[config.mk]
export PLATFORM = sky130hd
export DESIGN_NAME = mem_access_unit
export DESIGN_NICKNAME = d
export VERILOG_FILES = /design/src/rtl/mips_mem_pkg.sv /design/src/rtl/mem_lane_align.sv /design/src/rtl/mem_access_unit.sv
export SDC_FILE = /design/constraint.sdc
export NUM_CORES = 1
export LEC_CHECK = 0
export BUFFER_PORTS_ARGS = -buffer_cell sky130_fd_sc_hd__clkbuf_2
export CORE_ASPECT_RATIO = 0.8
export CORE_MARGIN = 1
export CORE_UTILIZATION = 36
export DETAILED_ROUTE_END_ITERATION = 12
export GPL_TIMING_DRIVEN = 0
export MAX_ROUTING_LAYER = met4
export SLEW_MARGIN = 10
export SYNTH_ARGS = -nofsm -noshare
export SYNTH_HDL_FRONTEND = slang
export SYNTH_SLANG_ARGS = --single-unit
export TNS_END_PERCENT = 1
[constraint.sdc]
create_clock -name clk -period 1.9 [get_ports clk]
set_clock_uncertainty 0.1 [all_clocks]
set_input_delay 0.285 -clock clk [delete_from_list [all_inputs] [get_ports clk]]
set_output_delay 0.285 -clock clk [all_outputs]
set_load 0.01 [all_outputs]
[src/rtl/mips_mem_pkg.sv]
// rtl/mips_mem_pkg.sv - shared encodings for the data-memory access unit
package mips_mem_pkg;
    localparam logic [1:0] SZ_BYTE = 2'b00;
    localparam logic [1:0] SZ_HALF = 2'b01;
    localparam logic [1:0] SZ_WORD = 2'b10;
    localparam int         UNS_BIT = 2;

    typedef enum logic [1:0] {IDLE, READ, WRITE, RESP} state_t;
endpackage

[src/rtl/mem_lane_align.sv]
// rtl/mem_lane_align.sv - big-endian lane extraction/extension and store-lane merge
module mem_lane_align
    import mips_mem_pkg::*;
(
    input  logic [31:0] word,
    input  logic [1:0]  offset,
    input  logic [1:0]  size,
    input  logic        uns,
    input  logic [31:0] wdata,
    output logic [31:0] load_data,
    output logic [31:0] merged_word
);
    logic [4:0]  sh;
    logic [31:0] mask;
    logic [31:0] shifted;

    always_comb begin
        sh        = 5'd0;
        mask      = 32'hFFFF_FFFF;
        shifted   = 32'h0;
        load_data = word;
        case (size)
            SZ_BYTE: begin
                // offset 0 is the most significant byte
                sh        = {~offset, 3'b000};
                mask      = 32'h0000_00FF;
                shifted   = word >> sh;
                load_data = uns ? {24'h0, shifted[7:0]} : {{24{shifted[7]}}, shifted[7:0]};
            end
            SZ_HALF: begin
                sh        = {~offset[1], 4'b0000};
                mask      = 32'h0000_FFFF;
                shifted   = word >> sh;
                load_data = uns ? {16'h0, shifted[15:0]} : {{16{shifted[15]}}, shifted[15:0]};
            end
            default: ;
        endcase
        merged_word = (word & ~(mask << sh)) | ((wdata & mask) << sh);
    end
endmodule

[src/rtl/mem_access_unit.sv]
// rtl/mem_access_unit.sv - load/store initiator for the word-wide big-endian data memory
module mem_access_unit
    import mips_mem_pkg::*;
#(
    parameter int MEM_LATENCY = 1,
    parameter int ADDR_W      = 32
)(
    input  logic              clk,
    input  logic              rst_n,
    input  logic              req_valid,
    output logic              req_ready,
    input  logic              req_we,
    input  logic [2:0]        req_op,
    input  logic [ADDR_W-1:0] req_addr,
    input  logic [31:0]       req_wdata,
    output logic              resp_valid,
    output logic [31:0]       resp_rdata,
    output logic              resp_err,
    output logic              mem_read,
    output logic              mem_write,
    output logic [ADDR_W-1:0] mem_address,
    output logic [31:0]       mem_write_data,
    input  logic [31:0]       mem_read_data
);
    localparam logic [2:0] CNT_INIT = 3'(MEM_LATENCY - 1);

    state_t      state;
    logic        we_q;
    logic [2:0]  op_q;
    logic [1:0]  off_q;
    logic [31:0] wdata_q;
    logic [2:0]  cnt;
    logic        acc_err;
    logic [31:0] load_data;
    logic [31:0] merged_word;

    always_comb begin
        case (req_op[1:0])
            SZ_BYTE: acc_err = 1'b0;
            SZ_HALF: acc_err = req_addr[0];
            SZ_WORD: acc_err = |req_addr[1:0];
            default: acc_err = 1'b1;
        endcase
    end

    mem_lane_align u_align (
        .word        (mem_read_data),
        .offset      (off_q),
        .size        (op_q[1:0]),
        .uns         (op_q[UNS_BIT]),
        .wdata       (wdata_q),
        .load_data   (load_data),
        .merged_word (merged_word)
    );

    assign req_ready = (state == IDLE);

    always_ff @(posedge clk or negedge rst_n) begin
        if (!rst_n) begin
            state          <= IDLE;
            we_q           <= 1'b0;
            op_q           <= 3'b0;
            off_q          <= 2'b0;
            wdata_q        <= 32'h0;
            cnt            <= 3'b0;
            mem_read       <= 1'b0;
            mem_write      <= 1'b0;
            mem_address    <= '0;
            mem_write_data <= 32'h0;
            resp_valid     <= 1'b0;
            resp_err       <= 1'b0;
            resp_rdata     <= 32'h0;
        end else begin
            case (state)
                IDLE: if (req_valid) begin
                    we_q        <= req_we;
                    op_q        <= req_op;
                    off_q       <= req_addr[1:0];
                    wdata_q     <= req_wdata;
                    mem_address <= {req_addr[ADDR_W-1:2], 2'b00};
                    cnt         <= CNT_INIT;
                    if (acc_err) begin
                        state      <= RESP;
                        resp_valid <= 1'b1;
                        resp_err   <= 1'b1;
                        resp_rdata <= 32'h0;
                    end else if (req_we && req_op[1:0] == SZ_WORD) begin
                        state          <= WRITE;
                        mem_write      <= 1'b1;
                        mem_write_data <= req_wdata;
                    end else begin
                        // sub-word stores read the word first and merge
                        state    <= READ;
                        mem_read <= 1'b1;
                    end
                end
                READ: begin
                    if (cnt == 3'd0) begin
                        mem_read <= 1'b0;
                        if (we_q) begin
                            state          <= WRITE;
                            mem_write      <= 1'b1;
                            mem_write_data <= merged_word;
                        end else begin
                            state      <= RESP;
                            resp_valid <= 1'b1;
                            resp_err   <= 1'b0;
                            resp_rdata <= load_data;
                        end
                    end else begin
                        cnt <= cnt - 3'd1;
                    end
                end
                WRITE: begin
                    mem_write  <= 1'b0;
                    state      <= RESP;
                    resp_valid <= 1'b1;
                    resp_err   <= 1'b0;
                    resp_rdata <= 32'h0;
                end
                RESP: begin
                    resp_valid <= 1'b0;
                    resp_err   <= 1'b0;
                    state      <= IDLE;
                end
                default: state <= IDLE;
            endcase
        end
    end
endmodule

==> summary.md, run 1 <==
| Metric | Value |
|---|---|
| Pre-CTS WS | `-0.721 ns` |
| Ratio of cells with drive above 1 in the final layout | `47.1%` |
| P_sw | `0.00740 W` |
| Top_reg_cell synth | `dfrtp_1` |
| Rel. slew slack | `62.8%` |
| WS Path Type | `reg2reg` |
| Syn avg cell area | `11.3 um2` |
| Sequential share of the synthesized area | `48.6%` |
| Drt wl/cell | `20.1 um` |
| P_leak | `4.79 nW` |
| Filler-free cell count of the finished design | `1192` |
| DR vias/cell | `5.36` |
| Cell count after synthesis | `644` |
| Clock share of power | `17.9%` |
| CTS max path bufs | `2` |
| Max FO, Critical Path | `5` |
| Run status | `complete, but fails checks` |
| GRT Overall Usage | `24.1%` |
| Initial antenna violation count | `0` |
| CP Buf/Inv Count | `3` |
| PwrDens | `1810 nW/um2` |
| Tightest Pin Transition | `0.558 ns` |
| Int Pwr | `0.0108 W` |
| Violations in the final reports | `negative setup slack` |
| Share of power burned in registers | `30.0%` |
| H-tree depth | `4` |
| DRC violations left | `0` |
| Clk Latency, worst-skew pair | `0.43 ns` |
| Synth warn | `0` |
| RSZ-0062 raised after global routing | `true` |
| Post-synth EDFFs | `0` |
| CTS Buf Count | `17` |
| Die Area | `20800 um2` |
| CP delay by family, top | `simple AND/OR/NAND/NOR gates` |
| Final Cycle Share | `110%` |
| Synth Cell Area | `7270 um2` |
| Max-Cap Viols | `0` |
| Global placement routability congestion | `0.876` |
| Die Span Y | `129 um` |
| Via count | `6386` |
| Initial Utilization | `36.7%` |
| Number of global-route vias before repair | `6210` |
| CP arrival | `2.36 ns` |
| TritonCTS clock tree | `built` |
| Min-delay worst type | `in2reg` |
| Final setup TNS | `-5.56 ns` |
| Worst setup EP type | `flop` |
| DR iter-0 viols | `610` |
| Fin. Hold Viols | `0` |
| Max Clock Freq | `478 MHz` |
| Max incr delay on CP | `0.57 ns` |
| Largest net degree at the start of global routing | `77` |
| Antenna Violating Nets Remaining | `0` |
| Global route overflow | `0` |
| Fin worst setup slack | `-0.191 ns` |
| Max Slew Vio Count | `0` |
| Post-DP HPWL | `17500 um` |
| Ys async rst share | `100%` |
| Synth Register Bits | `141` |
| Clock slew seen by the registers of the worst setup and hold paths | `0.07 ns` |
| # placed instances | `1110` |
| Routed WL | `24000 um` |
| Startpoint type of the worst setup path | `flop` |
| Final nets | `1026` |
| Tmin final | `2.09 ns` |
| Logic gate share of total power | `52.2%` |
| Post-synth cell types | `51` |
| IO Port Bufs | `200` |
| CP cell instances | `buf_6 > ha_4 > or4_4 > a211oi_4 > buf_6 > buf_6 > a22o_1` |
| Die width | `161 um` |
| Clock tree root buffer cell | `clkbuf_16` |
| Maximum VDD drop | `0.000771 V` |
| Drt pass-1 iters | `5` |
| Util after Layout | `50.8%` |
| ANT cells | `0` |
| Most frequent CP cell | `buf_6` |
| Rows | `46` |
| Net Sw Frac | `40.8%` |
| First-pass GRT wire length | `36300 um` |
| Clock tree sinks | `141` |
| Worst hold margin | `0.0139 ns` |
| CP required | `2.17 ns` |
| Slowest CP cell | `or4_4` |
| Area growth syn-to-layout | `38.4%` |
| Top-level I/O count | `204` |
| Setup violators final | `57` |
| Core area | `19800 um2` |
[sequential cells by signal, indices dropped and copies added, names as in the netlist]
register	flops
resp_rdata	32
mem_write	1
mem_read	1
off_q	2
we_q	1
mem_write_data	32
wdata_q	32
op_q	3
cnt	3
state	2
resp_err	1
resp_valid	1
mem_address	30
[cell usage in the layout (no fill, tap or decap), types with 6 or more instances in the layout]
| master | netlist | layout |
|---|---|---|
| a21o_1 | 17 | 17 |
| a21oi_1 | 15 | 10 |
| a221o_1 | 15 | 15 |
| a22o_1 | 19 | 19 |
| a22oi_1 | 16 | 8 |
| a22oi_2 | 0 | 8 |
| a311o_1 | 8 | 8 |
| a32o_1 | 17 | 17 |
| buf_2 | 14 | 11 |
| buf_4 | 3 | 22 |
| buf_6 | 5 | 13 |
| clkbuf_1 | 25 | 6 |
| clkbuf_16 | 0 | 17 |
| clkbuf_2 | 0 | 205 |
| clkbuf_4 | 0 | 7 |
| dfrtp_1 | 141 | 139 |
| dlygate4sd3_1 | 0 | 36 |
| inv_1 | 17 | 12 |
| mux2_2 | 82 | 82 |
| mux2_4 | 13 | 13 |
| mux2i_1 | 10 | 9 |
| nand2_1 | 71 | 69 |
| nand2b_1 | 13 | 11 |
| nor2_1 | 9 | 6 |
| nor2b_1 | 11 | 10 |
| nor3_1 | 11 | 11 |
| o21ai_0 | 26 | 25 |
| o221ai_1 | 7 | 7 |
| o22ai_1 | 8 | 8 |
| o2bb2ai_1 | 15 | 15 |
| or4_1 | 7 | 7 |
[power groups by stage]
stage	clock network, W	logic, W	registers (W)
5_1_grt	0.00342	0.0102	0.00563
6_report	0.00324	0.00947	0.00545
3_3_place_gp	0	0.00836	0.00539
4_1_cts	0.00331	0.00905	0.00541
2_1_floorplan	0	0.00525	0.00569
3_5_place_dp	0	0.00846	0.00540
[logic make-up (layout without fill, tap and decap cells)]
logic type,count (synthesis),in the layout,share of synthesized area [%]
mux,105,105,16.8
other cells,1,2,0.0516
compound gates,180,180,19.5
fa+ha+maj,8,8,1.38
buf+inv,72,355,4.63
simple gates,137,137,9.09
flops,141,141,48.6
[layer usage]
layer / global-route usage [%] / up-vias / wire, um / part of all wire, %
met2: 34.1 / 264 / 10500 / 44
li1: - / 2946 / - / -
met5: - / - / 0 / 0
met3: 5.15 / 20 / 1800 / 7.5
met1: 34.5 / 3156 / 11400 / 48
met4: 6.88 / 0 / 255 / 1.1
[path summary, 6_finish.rpt]
path	startpoint	end	slack, ns	cells after the start
worst min-delay path	req_wdata[0]	wdata_q[0]	0.01	2
min in group asynchronous	rst_n	mem_write_data[18]	0.31	2
max in group asynchronous	rst_n	op_q[1]	0.59	3
worst min register to register	resp_rdata[1]	resp_rdata[1]	0.39	1
worst max-delay path	state[1]	resp_rdata[27]	-0.19	7
worst max register to register	state[1]	resp_rdata[27]	-0.19	7
[area by class of cell]
class / count / area, um2
Clock inverter: 14 / 138
Inverter: 17 / 66.3
Timing Repair Buffer: 256 / 1560
Buffer: 50 / 377
Sequential cell: 141 / 3530
Multi-Input combinational cell: 432 / 3630
Fill cell: 1826 / 9740
Clock buffer: 18 / 429
Tap cell: 264 / 330
[metrics by stage]
step | instance area (um2) | power, W
final | 10100 | 0.0182
after floorplan | 7310 | 0.0109
after global placement | 8640 | 0.0138
after global routing | 10100 | 0.0193
after CTS | 9860 | 0.0178
after detailed placement | 8680 | 0.0139
[synth_stat cells (10+ instances only)]
library cell	instances	area, um2
dfrtp_1	141	3530
mux2_2	82	923
nand2_1	71	267
o21ai_0	26	130
clkbuf_1	25	93.8
a22o_1	19	166
a21o_1	17	128
a32o_1	17	170
inv_1	17	63.8
a22oi_1	16	120
a21oi_1	15	75.1
a221o_1	15	150
o2bb2ai_1	15	131
buf_2	14	70.1
mux2_4	13	195
nand2b_1	13	81.3
nor2b_1	11	68.8
nor3_1	11	55.1
mux2i_1	10	100
[timing repair]
item | in CTS | in global routing
setup endpoints to repair | 141 | 94
hold buffers | 36 | 0
cloned | 1 | 0
setup buffers | 9 | 9
resized for setup | 69 | 44
pin swaps | 15 | 8
hold endpoints to repair | 100 | 0
(Power assumes the default switching activity.)
==> run 2, diff against run 1 <==
SETUP_SLACK_MARGIN = 0.5   (was not set)
==> run 2 against run 1 <==
The run still ends with negative setup slack left. Register-to-register slack got worse by 0.03 ns. Sequential power fell by 0.9%. First-iteration DRC count fell by 14%. Count of clock-buffer cells in the layout did not move. Sequential cell count did not move. Critical path depth rose by 2. Combinational power fell by 0.8%. Clock power barely moved. Global-route usage barely moved. Largest cell class unchanged. Largest power group unchanged.
==> summary.md, run 2 (synthesized netlist as in run 1, its figures left out) <==
| Metric | Value |
|---|---|
| Run status | `complete, but fails checks` |
| Violations in the final reports | `negative setup slack` |
| IO Port Bufs | `200 (unchanged)` |
| Max Slew Vio Count | `0 (unchanged)` |
| DR iter-0 viols | `527 (-14%)` |
| Commonest non-fill, non-tap cell in the layout | `clkbuf_2` |
| Worst setup EP type | `flop` |
| Final nets | `1024 (-0.19%)` |
| Initial Utilization | `36.7% (unchanged)` |
| Global placement routability congestion | `0.876 (unchanged)` |
| CP Buf/Inv Count | `5 (+2)` |
| First-pass GRT wire length | `36200 um (-0.25%)` |
| Hold Crit Start | `req_wdata[0]` |
| WS Path Type | `reg2reg` |
| Area growth syn-to-layout | `38.1%` |
| Filler cells | `1823 (-0.16%)` |
| Die width | `161 um (unchanged)` |
| Setup violators final | `65 (+14%)` |
| DRC violations left | `0 (unchanged)` |
| CTS max path bufs | `2 (unchanged)` |
| PwrDens | `1800 nW/um2 (-0.48%)` |
| Top-level I/O count | `204 (unchanged)` |
| Reg2reg end | `resp_rdata[27]` |
| Total power | `0.0180 W (-0.67%)` |
| Hold path depth | `2 (unchanged)` |
| Most frequent cells in the layout | `clkbuf_2, dfrtp_1, mux2_2, nand2_1, dlygate4sd3_1` |
| GRT Overall Usage | `24.0% (-0.036 points)` |
| Tmin final | `2.12 ns (+0.0291 ns)` |
| Largest net degree at the start of global routing | `77 (unchanged)` |
| Drt wl/cell | `20.0 um (-0.76%)` |
| RSZ-0062 raised after global routing | `true` |
| Routing usage on met2 | `34.1% (about the same)` |
| TritonCTS clock tree | `built` |
| Flop-to-flop setup slack | `-0.22 ns (-0.03 ns)` |
| CTS Buf Count | `17 (unchanged)` |
| CP required | `2.17 ns (about the same)` |
| GRT Max-Usage Layer | `met1` |
| Ratio of cells with drive above 1 in the final layout | `45.9% (-1.2 points)` |
| Startpoint type of the worst setup path | `flop` |
| Worst R2R Path Depth | `9 (+2)` |
| Most frequent CP cell | `buf_6` |
| Final setup TNS | `-8.92 ns (-3.35 ns)` |
| Max incr delay on CP | `0.55 ns (-0.02 ns)` |
| Rows | `46 (unchanged)` |
| Largest registers | `mem_write_data: 32 flops, resp_rdata: 32 flops, wdata_q: 32 flops` |
| Reg area | `3530 um2 (about the same)` |
| Clock tree root buffer cell | `clkbuf_16` |
| Final Cycle Share | `112% (+1.5 points)` |
| Max FO, Critical Path | `5 (unchanged)` |
| Initial antenna violation count | `0 (unchanged)` |
| Min-delay worst type | `in2reg` |
| Die Span Y | `129 um (unchanged)` |
| Antenna Violating Nets Remaining | `0 (unchanged)` |
| Multi-input gate area | `3560 um2 (-1.8%)` |
| Maximum VDD drop | `0.000742 V (-3.8%)` |
| Clk Latency, worst-skew pair | `0.43 ns (about the same)` |
| Fin worst setup slack | `-0.220 ns (-0.0291 ns)` |
| P_leak | `4.79 nW (about the same)` |
| Slowest CP cell | `or4_4` |
| Met3 global-route usage | `4.58% (-0.58 points)` |
| RR Startpoint | `state[1]` |
| DR vias/cell | `5.38 (+0.37%)` |
| Clock tree sinks | `141 (unchanged)` |
| CP delay by family, top | `buffers and inverters` |
| Post-DP HPWL | `17500 um (unchanged)` |
| CP cell instances | `inv_2 > ha_4 > buf_8 > inv_8 > or4_4 > a211oi_4 > buf_6 > buf_6 > a22o_1` |
| ANT cells | `0 (unchanged)` |
| Clock slew seen by the registers of the worst setup and hold paths | `0.07 ns (about the same)` |
| Global route overflow | `0 (unchanged)` |
| Fin. Hold Viols | `0 (unchanged)` |
| Max Clock Freq | `472 MHz (-1.4%)` |
| Tightest Pin Transition | `0.522 ns (-0.0364 ns)` |
| Core area | `19800 um2 (unchanged)` |
| CP arrival | `2.39 ns (+0.03 ns)` |
| Max-Cap Viols | `0 (unchanged)` |
| GR Util met1 | `34.3% (-0.12 points)` |
| Via count | `6399 (+0.20%)` |
| Rel. slew slack | `65.2% (+2.4 points)` |
| Number of global-route vias before repair | `6204 (-0.097%)` |
| Min-Delay Endpoint | `wdata_q[0]` |
| Drt pass-1 iters | `5 (unchanged)` |
| H-tree depth | `4 (unchanged)` |
| Die Area | `20800 um2 (unchanged)` |
| Routed WL | `23800 um (-0.93%)` |
run 2: cell type report:
class,count,share of cell area [%]
plain buffers,55,4.54
clock buffers,18,4.28
clock inverters,14,1.37
inverters,17,0.711
multi-input cells,432,35.5
flip-flops and latches,141,35.2
well taps,264,3.29
repair buffers,249,15.1
run 2: timing repair:
| action | 4_1_cts | 5_1_grt |
|---|---|---|
| gates cloned | 1 | 0 |
| setup endpoints to repair | 142 | 218 |
| hold buffers | 36 | 0 |
| setup buffers | 8 | 3 |
| pin swaps | 13 | 2 |
| gates resized for setup | 70 | 47 |
| endpoints found under the hold margin | 100 | 0 |
run 2: worst max-delay path by stage:
stage	start	to	slack, ns	cells after the start
5_1_grt	state[1]	resp_rdata[18]	-0.29	9
2_1_floorplan	state[1]	resp_rdata[20]	-0.18	8
3_3_place_gp	rst_n	mem_address[7]	-2.07	1
3_5_place_dp	state[1]	state[0]	-0.72	7
6_report	state[1]	resp_rdata[27]	-0.22	9
4_1_cts	state[1]	resp_rdata[17]	-0.23	9
run 2: where the power goes:
part,internal [W],leakage [nW],switching (W)
clock network,0.00183,0.266,0.00142
logic,0.00446,2.80,0.00493
registers,0.00445,1.72,0.000946
run 2: per-layer routing:
layer,routed length (um),vias up,share of wire [%]
li1,-,2930,-
met1,11400,3164,48
met2,10200,274,43
met3,1790,31,7.5
met4,433,0,1.8
met5,0,-,0
run 2: stage by stage:
step | hold slack [ns] | utilization [%] | worst slack (ns) | cell area, um2 | cells
global route | 0.0108 | 50.7 | -0.288 | 10000 | 1190
global placement | 0.375 | 43.7 | -2.07 | 8640 | 1109
floorplan | -0.111 | - | -0.179 | 7310 | 645
detailed placement | 0.213 | 43.8 | -0.721 | 8680 | 1110
CTS | 0.000364 | 49.9 | -0.227 | 9880 | 1187
finish | 0.0132 | 50.7 | -0.220 | 10000 | 1190
==> run 3, diff against run 2 <==
SYNTH_HIERARCHICAL = 1   (was not set)
clock period = 2 ns   (was 1.9 ns; I/O delays follow)
==> run 3 against run 2 <==
The run still ends with negative setup slack left. Via count is 1.6% lower. Fmax is 4.5% higher. Cell count rose by 0.42%. Largest cell class is now sequential cells. Largest power group unchanged.
==> summary.md, run 3 <==
| Metric | Value |
|---|---|
| Share of the synthesized area in the top cell type | `48.7% (+0.11 points)` |
| Global route overflow | `0 (unchanged)` |
| CP required | `2.20 ns (+0.03 ns)` |
| Ys async rst share | `100% (unchanged)` |
| Clk Latency, worst-skew pair | `0.43 ns (about the same)` |
| # placed instances | `1120 (+0.90%)` |
| Rows | `46 (unchanged)` |
| Clock tree root buffer cell | `clkbuf_16` |
| Rel. slew slack | `60.1% (-5.1 points)` |
| Violations in the final reports | `negative setup slack` |
| Ratio of cells with drive above 1 in the final layout | `43.7% (-2.2 points)` |
| Top_reg_cell synth | `dfrtp_1` |
| Largest net degree at the start of global routing | `73 (-5.2%)` |
| Post-synth cell types | `45 (-12%)` |
| CTS Buf Count | `17 (unchanged)` |
| Antenna Violating Nets Remaining | `0 (unchanged)` |
| Synth warn | `6 (+6)` |
| Max-Cap Viols | `0 (unchanged)` |
| RSZ-0062 raised after global routing | `true` |
| Min-delay worst type | `in2reg` |
| Area growth syn-to-layout | `35.4%` |
| Largest area contributor in the netlist | `dfrtp_1` |
| Cell count after synthesis | `653 (+1.4%)` |
| GRT Overall Usage | `23.5% (-0.56 points)` |
| Fin. Hold Viols | `0 (unchanged)` |
| Synth cell count leaders | `dfrtp_1, mux2_2, a21oi_1, nand2_1, mux2i_1` |
| Filler-free cell count of the finished design | `1195 (+0.42%)` |
| Post-DP HPWL | `16900 um (-3.6%)` |
| Core area | `19800 um2 (unchanged)` |
| Via count | `6298 (-1.6%)` |
| Tightest Pin Transition | `0.598 ns (+0.0763 ns)` |
| WS Path Type | `reg2reg` |
| Tmin final | `2.03 ns (-0.0918 ns)` |
| Finished Cell Area | `9820 um2 (-2.2%)` |
| Drt pass-1 iters | `7 (+2)` |
| First-pass GRT wire length | `35200 um (-2.8%)` |
| DRC violations left | `0 (unchanged)` |
| Setup violators final | `5 (-92%)` |
| Most common cell in the netlist | `dfrtp_1` |
| Drt wl/cell | `19.1 um (-4.1%)` |
| Most frequent cells in the layout | `clkbuf_2, dfrtp_1, mux2_2, a21oi_1, nand2_1` |
| PwrDens | `1760 nW/um2 (-2.0%)` |
| Startpoint type of the worst setup path | `flop` |
| Run status | `complete, but fails checks` |
| Post-synth EDFFs | `0 (unchanged)` |
| Final nets | `1027 (+0.29%)` |
| Synth Register Bits | `141 (unchanged)` |
| Die Area | `20700 um2 (-0.22%)` |
| Number of global-route vias before repair | `6142 (-1.0%)` |
| Worst hold margin | `0.0111 ns (-0.00212 ns)` |
| P_leak | `4.60 nW (-3.9%)` |
| Max FO, Critical Path | `10 (+5)` |
| Largest registers | `mem_write_data: 32 flops, resp_rdata: 32 flops, wdata_q: 32 flops` |
| Sequential share of the synthesized area | `48.7% (+0.11 points)` |
| CP arrival | `2.23 ns (-0.16 ns)` |
| Top cells by area, synth | `dfrtp_1, mux2_2, mux2i_1` |
| IO Port Bufs | `201 (+0.50%)` |
| Clock slew seen by the registers of the worst setup and hold paths | `0.06 ns (about the same)` |
| Flop-to-flop setup slack | `-0.03 ns (+0.19 ns)` |
| Final Cycle Share | `101% (-10 points)` |
| H-tree depth | `4 (unchanged)` |
| Synth Cell Area | `7250 um2 (-0.22%)` |
| Syn avg cell area | `11.1 um2 (-1.6%)` |
| TritonCTS clock tree | `built` |
| Maximum VDD drop | `0.000805 V (+8.5%)` |
| Clock tree sinks | `141 (unchanged)` |
| Initial antenna violation count | `2 (+2)` |
| Post-DP Area | `8630 um2 (-0.59%)` |
| DR vias/cell | `5.27 (-2.0%)` |
| Max Slew Vio Count | `0 (unchanged)` |
| Fin worst setup slack | `-0.0279 ns (+0.192 ns)` |
| Util after Layout | `49.6% (-1.1 points)` |
| DR iter-0 viols | `596 (+13%)` |
| Top-level I/O count | `204 (unchanged)` |
| Die width | `161 um (-0.11%)` |
| Initial Utilization | `36.6% (-0.082 points)` |
| CTS max path bufs | `2 (unchanged)` |
| Commonest non-fill, non-tap cell in the layout | `clkbuf_2` |
| Max Clock Freq | `493 MHz (+4.5%)` |
| Routed WL | `22900 um (-3.7%)` |
| Global placement routability congestion | `0.910 (+4.0%)` |
| Die Span Y | `129 um (-0.11%)` |
| Worst setup EP type | `flop` |
## run 3: cell types whose count changed after synthesis, sizes merged, moves of 17 or more
cell   previous run  this run
a21oi            15        71
a21o             17         0
mux2i            10        44
a32o             17         0
nand2            71        54
## run 3: stage by stage
stage / setup TNS, ns / total power, W / setup slack (ns)
after floorplan: 0 / 0.0106 / 0.0909
after global placement: -301.79 / 0.0133 / -1.99
after detailed placement: -24.85 / 0.0134 / -0.302
after CTS: -0.128 / 0.0172 / -0.0377
after global routing: -3.48 / 0.0184 / -0.109
final: -0.0862 / 0.0173 / -0.0279
## run 3: final cells by class
class | instances | area (um2)
Clock buffer | 20 | 447
Buffer | 58 | 429
Sequential cell | 141 | 3530
Fill cell | 1892 | 9980
Tap cell | 264 | 330
Timing Repair Buffer | 243 | 1430
Multi-Input combinational cell | 446 | 3470
Inverter | 9 | 33.8
Antenna cell | 2 | 5.00
Clock inverter | 12 | 138
## run 3: timing repair
| item | 4_1_cts | 5_1_grt |
|---|---|---|
| setup endpoints to repair | 142 | 142 |
| buffers inserted | 8 | 1 |
| hold endpoints to repair | 100 | 0 |
| gates resized for setup | 57 | 20 |
| hold buffers | 32 | 0 |
| pin swaps | 4 | 6 |
## run 3: per-layer routing
layer	vias up	GRT usage, %	wire (um)
met4	0	7.39	256
met3	18	5.54	1530
met1	3088	33.2	11100
met2	233	32.9	9970
li1	2959	-	-
met5	-	-	0
## run 3: worst paths after layout
path | from | to | cells past startpoint
min in group asynchronous | rst_n | resp_rdata[25] | 2
max in group asynchronous | rst_n | mem_write_data[11] | 3
hold reg to reg | resp_rdata[14] | resp_rdata[14] | 1
setup / recovery | off_q[0] | mem_write_data[22] | 8
setup reg to reg | off_q[0] | mem_write_data[22] | 8
hold / removal | req_addr[3] | mem_address[3] | 2
## run 3: critical path: stages (launching register included)
cell	delay (ns)
dfrtp_1	0.39
buf_6	0.13
buf_4	0.13
o21bai_4	0.22
buf_6	0.18
mux2i_1	0.17
o21ai_0	0.09
mux2i_1	0.35
a21oi_1	0.13
## run 3: kinds of logic (layout without fill, tap and decap cells)
family | after synthesis | in the layout | synth area share, %
flip-flops | 141 | 141 | 48.7
AND/OR/NAND/NOR | 97 | 97 | 6.08
other | 1 | 4 | 0.0517
multiplexers | 130 | 130 | 19.7
buffers and inverters | 67 | 342 | 4.90
adder cells (fa/ha/maj) | 8 | 8 | 1.38
AO/OA/AOI/OAI | 209 | 209 | 19.2
## run 3: power breakdown
part | internal, W | leakage [nW] | switching (W)
combinational | 0.00413 | 2.61 | 0.00486
clock | 0.00188 | 0.281 | 0.00130
sequential | 0.00421 | 1.71 | 0.000907
